===== config.mk =====
export PLATFORM = sky130hd
export DESIGN_NAME = serial_subtractor
export DESIGN_NICKNAME = d
export VERILOG_FILES = /design/src/rtl/serial_subtractor.sv
export SDC_FILE = /design/constraint.sdc
export NUM_CORES = 1
export LEC_CHECK = 0
export CORE_AREA = 5 5 59 48
export CTS_BUF_LIST = sky130_fd_sc_hd__clkbuf_8
export CTS_CLUSTER_SIZE = 30
export DETAILED_ROUTE_END_ITERATION = 7
export DIE_AREA = 0 0 64 53
export PLACE_DENSITY_LB_ADDON = 0.08
export SETUP_SLACK_MARGIN = 0.15
export SLEW_MARGIN = 0
export SYNTH_ARGS = -nofsm -noshare
export SYNTH_HDL_FRONTEND = slang
export SYNTH_SLANG_ARGS = --single-unit

===== constraint.sdc =====
create_clock -name clk -period 4.1 [get_ports clk]
set_input_delay 1.23 -clock clk [delete_from_list [all_inputs] [get_ports clk]]
set_output_delay 1.23 -clock clk [all_outputs]
set_load 0.005 [all_outputs]

===== src/rtl/serial_subtractor.sv =====
// Bit-serial subtractor: computes a - b - borrow_in one bit per cycle, LSB first,
// and reports the difference, the final borrow and signed overflow with a done pulse.
module serial_subtractor #(
  parameter int WIDTH = 4
) (
  input  logic             clk,
  input  logic             rst,
  input  logic             start,
  input  logic [WIDTH-1:0] a,
  input  logic [WIDTH-1:0] b,
  input  logic             borrow_in,
  output logic             busy,
  output logic             done,
  output logic [WIDTH-1:0] diff,
  output logic             borrow_out,
  output logic             overflow
);

  localparam int CNT_W = $clog2(WIDTH);
  localparam logic [CNT_W-1:0] LAST_BIT = CNT_W'(WIDTH - 1);

  typedef enum logic [1:0] {
    IDLE = 2'd0,
    SUB  = 2'd1,
    DONE = 2'd2
  } state_t;

  state_t           state;
  logic [WIDTH-1:0] a_sh;
  logic [WIDTH-1:0] b_sh;
  logic [WIDTH-1:0] work;
  logic             br;
  logic             a_msb;
  logic             b_msb;
  logic [CNT_W-1:0] cnt;
  logic [1:0]       bit_res;

  // Full-subtractor cell: returns {borrow_next, difference_bit}.
  function automatic logic [1:0] sub_bit(input logic ai, input logic bi, input logic bri);
    logic d;
    logic bn;
    d  = ai ^ bi ^ bri;
    bn = (~ai & bi) | (~(ai ^ bi) & bri);
    return {bn, d};
  endfunction

  // Signed overflow only possible when operand signs differ and the result sign
  // disagrees with the minuend.
  function automatic logic sub_ovf(input logic am, input logic bm, input logic dm);
    return (am != bm) && (dm != am);
  endfunction

  assign bit_res = sub_bit(a_sh[0], b_sh[0], br);

  always_ff @(posedge clk) begin
    if (rst) begin
      state      <= IDLE;
      a_sh       <= '0;
      b_sh       <= '0;
      work       <= '0;
      br         <= 1'b0;
      a_msb      <= 1'b0;
      b_msb      <= 1'b0;
      cnt        <= '0;
      busy       <= 1'b0;
      done       <= 1'b0;
      diff       <= '0;
      borrow_out <= 1'b0;
      overflow   <= 1'b0;
    end else begin
      case (state)
        IDLE: begin
          if (start) begin
            a_sh  <= a;
            b_sh  <= b;
            br    <= borrow_in;
            a_msb <= a[WIDTH-1];
            b_msb <= b[WIDTH-1];
            work  <= '0;
            cnt   <= '0;
            busy  <= 1'b1;
            state <= SUB;
          end
        end
        SUB: begin
          a_sh <= a_sh >> 1;
          b_sh <= b_sh >> 1;
          br   <= bit_res[1];
          work <= {bit_res[0], work[WIDTH-1:1]};
          cnt  <= cnt + CNT_W'(1);
          // The bit finishing now is the MSB: publish the result directly.
          if (cnt == LAST_BIT) begin
            diff       <= {bit_res[0], work[WIDTH-1:1]};
            borrow_out <= bit_res[1];
            overflow   <= sub_ovf(a_msb, b_msb, bit_res[0]);
            busy       <= 1'b0;
            done       <= 1'b1;
            state      <= DONE;
          end
        end
        DONE: begin
          done  <= 1'b0;
          state <= IDLE;
        end
        default: begin
          busy  <= 1'b0;
          done  <= 1'b0;
          state <= IDLE;
        end
      endcase
    end
  end

endmodule


==> metrics.log <==
INFO  metric post-route-min-period = 2.450 ns
INFO  metric maxSlewHeadroom = 31.33%
INFO  metric clk_pin_slew = 0.09 ns
INFO  metric powerDensity = around 380 nW/µm²
INFO  metric preCtsSetupSlack = about 1.4 ns
INFO  metric first_pass_iters = 4
INFO  metric fin_tns_setup = 0 ns
INFO  metric worst_setup_path_end_kind = flip-flop
INFO  metric mappedNetlistArea = around 1100 µm²
INFO  metric layout-drive-gt1-share = between 10% and 20%
INFO  metric reg2reg_setup_slack = between 2 and 2.5 ns
INFO  metric maxCapViolCount = 0
INFO  metric core_area = approximately 2200 µm²
INFO  metric global_route_wire_length_before_repair = between 3000 and 4000 µm
INFO  metric grt_setup_unrepaired = no
INFO  metric p_clk_share = 31.9%
INFO  metric setup.worst_path.end = br
INFO  metric crit_path_top_delay_cell = sky130_fd_sc_hd__clkdlybuf4s50_1
INFO  metric clk_latency = around 0.26 ns
INFO  metric tritoncts_num_sinks = 26
INFO  metric sequential_element_share_of_the_synthesized_area = 45.32%
INFO  metric placement.io_buffers = 19
INFO  metric grt.busiest_layer = met2
INFO  metric synth.net_count = 127
INFO  metric yosysTopAreaCell = sky130_fd_sc_hd__dfxtp_1
INFO  metric fillerInstances = 198
INFO  metric yosys_warnings = 0
INFO  metric required = about 4.3 ns
INFO  metric num-nets-final = about 140
INFO  metric floorplan.rows = 15
INFO  metric wirelength = ~2100 µm
INFO  metric highest_net_fanout_along_the_worst_path = 26
INFO  metric antennaDiodeCount = 0
INFO  metric yosysTopAreaCellShare = ~45%
INFO  metric tritoncts.num_buffers = 3
INFO  metric timing.critical_path.depth = 2
INFO  metric max_slew.worst_pin.slew = between 1 and 1.5 ns
INFO  metric top_ports = 20
INFO  metric avgRoutedWirePerCell = about 14 µm
INFO  metric die_y = 53 µm
INFO  metric worst_min_path_class = flip-flop to flip-flop
INFO  metric critical_path_cell_by_cell = clkdlybuf4s50_1 > a221oi_1
INFO  metric share_comb_of_total_power = ~14%
INFO  metric cpPeakStageDelay = 0.93 ns
INFO  metric max_clock_freq = between 400 and 500 MHz
INFO  metric ir_drop = roughly 0.00032 V
INFO  metric timing.critical_path.max_delay_family = buffers and inverters
INFO  metric post_layout_worst_setup_margin = between 1.5 and 2 ns
INFO  metric grt_usage = a little over an eighth
INFO  metric timing.clock.skew = roughly 0.0011 ns
INFO  metric first_iter_violations = 23
INFO  metric dr_total_vias = 833
INFO  metric hold_violation_count_in_the_final_report = 0
INFO  metric synth.top_cells.by_area = sky130_fd_sc_hd__dfxtp_1, sky130_fd_sc_hd__mux2i_1, sky130_fd_sc_hd__a211oi_2, sky130_fd_sc_hd__a21oi_1, sky130_fd_sc_hd__nand2_1
INFO  metric setup_viol_count_final = 0
INFO  metric critPathBufInv = 1
INFO  metric syn_inst = between 100 and 150
INFO  metric place.detailed.hpwl = 1483 µm
INFO  metric critical_path_class = input pin to flip-flop
INFO  metric first_global_vias = between 800 and 900
INFO  metric drt-vias-per-instance = between 5 and 6
INFO  metric cts_root_buf = sky130_fd_sc_hd__clkbuf_8
INFO  metric groute.layer.met2.usage = ~21%
INFO  metric starting_density_of_the_core = roughly 52%
INFO  metric htreeDepth = 1
INFO  metric die-area = 3392 µm²
INFO  metric switching_power = between 100 and 150 µW
INFO  metric cts_resized = 0
INFO  metric cts_setup_buffers = 0
INFO  metric worst_r2r_startpoint = state[0]
INFO  metric post-route-drc-count = 0
INFO  metric cts-hold-fix-buffers = 0
INFO  metric grt-ovfl-total = 0
INFO  metric synth-seq-cells = 26
INFO  metric grt_start_max_net_pins = 27
INFO  metric rr_worst_depth = 3
INFO  metric flow.area_growth_from_synthesis = 17.76%
INFO  metric power.share.sequential = a little over half
INFO  metric reg2reg_to = borrow_out
INFO  metric maxSlewViolCount = 0
INFO  metric switching_share_of_total_power = around a quarter
INFO  metric syn_avg_cell_area = 10.16 µm²
INFO  metric max-clock-path-buffers = 2
INFO  metric intPower = about 390 µW
INFO  metric crit_start = rst
INFO  metric gp_routability_congestion = 0.7232
INFO  metric gr_util_met1 = between 10% and 20%
INFO  metric grt_use_met3 = between 3 and 4%
INFO  metric p_leak = 0.0005224 µW
INFO  metric final_antenna_net_count = 0
INFO  metric critical_path_arrival = around 2.6 ns
INFO  metric outcome = completed
INFO  metric cts_tree = built
INFO  metric start_kind = input pin
INFO  metric die_width = around 64 µm
INFO  metric yosys.cell_types.count = 30
INFO  metric number_of_antenna_violations_at_the_first_check_in_global_routing = 0
INFO  metric timing.final.crit_share = between 50% and 60%
-- per-stage QoR --
step	std cells	cell area [µm²]	total power [µW]	hold WS (ns)	utilization, %
6_report	153	1353	510.6	0.4626	61.60
4_1_cts	153	1353	515.9	0.4649	61.60
3_3_place_gp	149	1297	350.7	0.4439	59.09
3_5_place_dp	149	1297	353.2	0.4519	59.09
5_1_grt	153	1353	534.7	0.4885	61.60
2_1_floorplan	113	1149	335.3	0.4360	-
-- how the worst min path moves through the flow --
stage	start	end	slack (ns)	cells after the start
floorplan	a_sh[3]	a_sh[3]	0.44	2
global placement	diff[0]	diff[0]	0.44	2
detailed placement	a_sh[3]	a_sh[3]	0.45	2
CTS	a_sh[3]	a_sh[3]	0.46	2
global route	diff[1]	diff[1]	0.49	2
finish	a_sh[3]	a_sh[3]	0.46	2
-- synthesized netlist by cell type --
library cell	number
sky130_fd_sc_hd__nand2b_1	3
sky130_fd_sc_hd__and3b_1	1
sky130_fd_sc_hd__inv_1	3
sky130_fd_sc_hd__nor2_2	4
sky130_fd_sc_hd__a21oi_1	11
sky130_fd_sc_hd__a22oi_1	4
sky130_fd_sc_hd__nand2_1	9
sky130_fd_sc_hd__nor3b_1	2
sky130_fd_sc_hd__mux2i_1	8
sky130_fd_sc_hd__fa_1	1
sky130_fd_sc_hd__dfxtp_1	26
sky130_fd_sc_hd__a211oi_1	1
sky130_fd_sc_hd__nand3b_4	1
sky130_fd_sc_hd__a211oi_2	6
sky130_fd_sc_hd__nand3_1	3
sky130_fd_sc_hd__o21bai_2	1
sky130_fd_sc_hd__ha_1	1
sky130_fd_sc_hd__nor3_1	2
sky130_fd_sc_hd__o21ai_0	3
sky130_fd_sc_hd__buf_2	3
sky130_fd_sc_hd__buf_1	1
sky130_fd_sc_hd__buf_12	1
sky130_fd_sc_hd__a311oi_1	1
sky130_fd_sc_hd__a221oi_1	1
sky130_fd_sc_hd__a21o_1	1
sky130_fd_sc_hd__o21ba_4	1
sky130_fd_sc_hd__nor2_1	9
sky130_fd_sc_hd__or2b_1	1
sky130_fd_sc_hd__buf_6	3
sky130_fd_sc_hd__nor2b_2	1
-- registers in the layout (all words and copies together), names as in the netlist --
| signal | flops |
|---|---|
| a_sh | 4 |
| b_sh | 4 |
| diff | 4 |
| work | 3 |
| cnt | 2 |
| state | 2 |
| a_msb | 1 |
| b_msb | 1 |
| borrow_out | 1 |
| br | 1 |
| busy | 1 |
| done | 1 |
| overflow | 1 |
-- metal layers --
| layer | wire [µm] | vias up |
|---|---|---|
| li1 | - | 424 |
| met1 | 1142 | 394 |
| met2 | 916 | 15 |
| met3 | 83 | 0 |
| met4 | 0 | 0 |
| met5 | 0 | - |
-- power groups by stage --
stage | clock network [µW] | logic, µW | registers (µW)
after floorplan | 0 | 57.0 | 278
after global placement | 0 | 67.6 | 283
after detailed placement | 0 | 69.4 | 284
after CTS | 168 | 70.2 | 278
after global routing | 178 | 77.7 | 279
final | 163 | 70.1 | 278
-- kinds of logic (layout without fill, tap and decap cells) --
| family | Yosys count | after routing | synth area share [%] |
|---|---|---|---|
| AO/OA/AOI/OAI | 30 | 30 | 20.48 |
| adder cells (fa/ha/maj) | 2 | 2 | 2.832 |
| buffers and inverters | 11 | 26 | 7.298 |
| flip-flops | 26 | 26 | 45.32 |
| multiplexers | 8 | 8 | 6.972 |
| AND/OR/NAND/NOR | 36 | 36 | 17.10 |
-- cell usage in the layout, fill, tap and decap left out, drive strengths merged, types with 2 or more instances in the layout --
master	netlist	final
dfxtp	26	26
nand2b	3	3
clkdlybuf4s50	0	19
clkbuf	0	4
nor3b	2	2
a21oi	11	11
a22oi	4	4
o21ai	3	3
nand2	9	9
inv	3	3
nor2	13	13
nor3	2	2
mux2i	8	8
nand3	3	3
a211oi	7	7
-- layout make-up --
type                            count  area, µm²  area share, %
Tap cell                           25      31.28          2.313
Inverter                            3      11.26         0.8326
Timing Repair Buffer               19      190.2          14.06
Multi-Input combinational cell     76      544.3          40.24
Clock buffer                        4      55.05          4.070
Sequential cell                    26      520.5          38.48
Power figures use the tool's default switching activity.
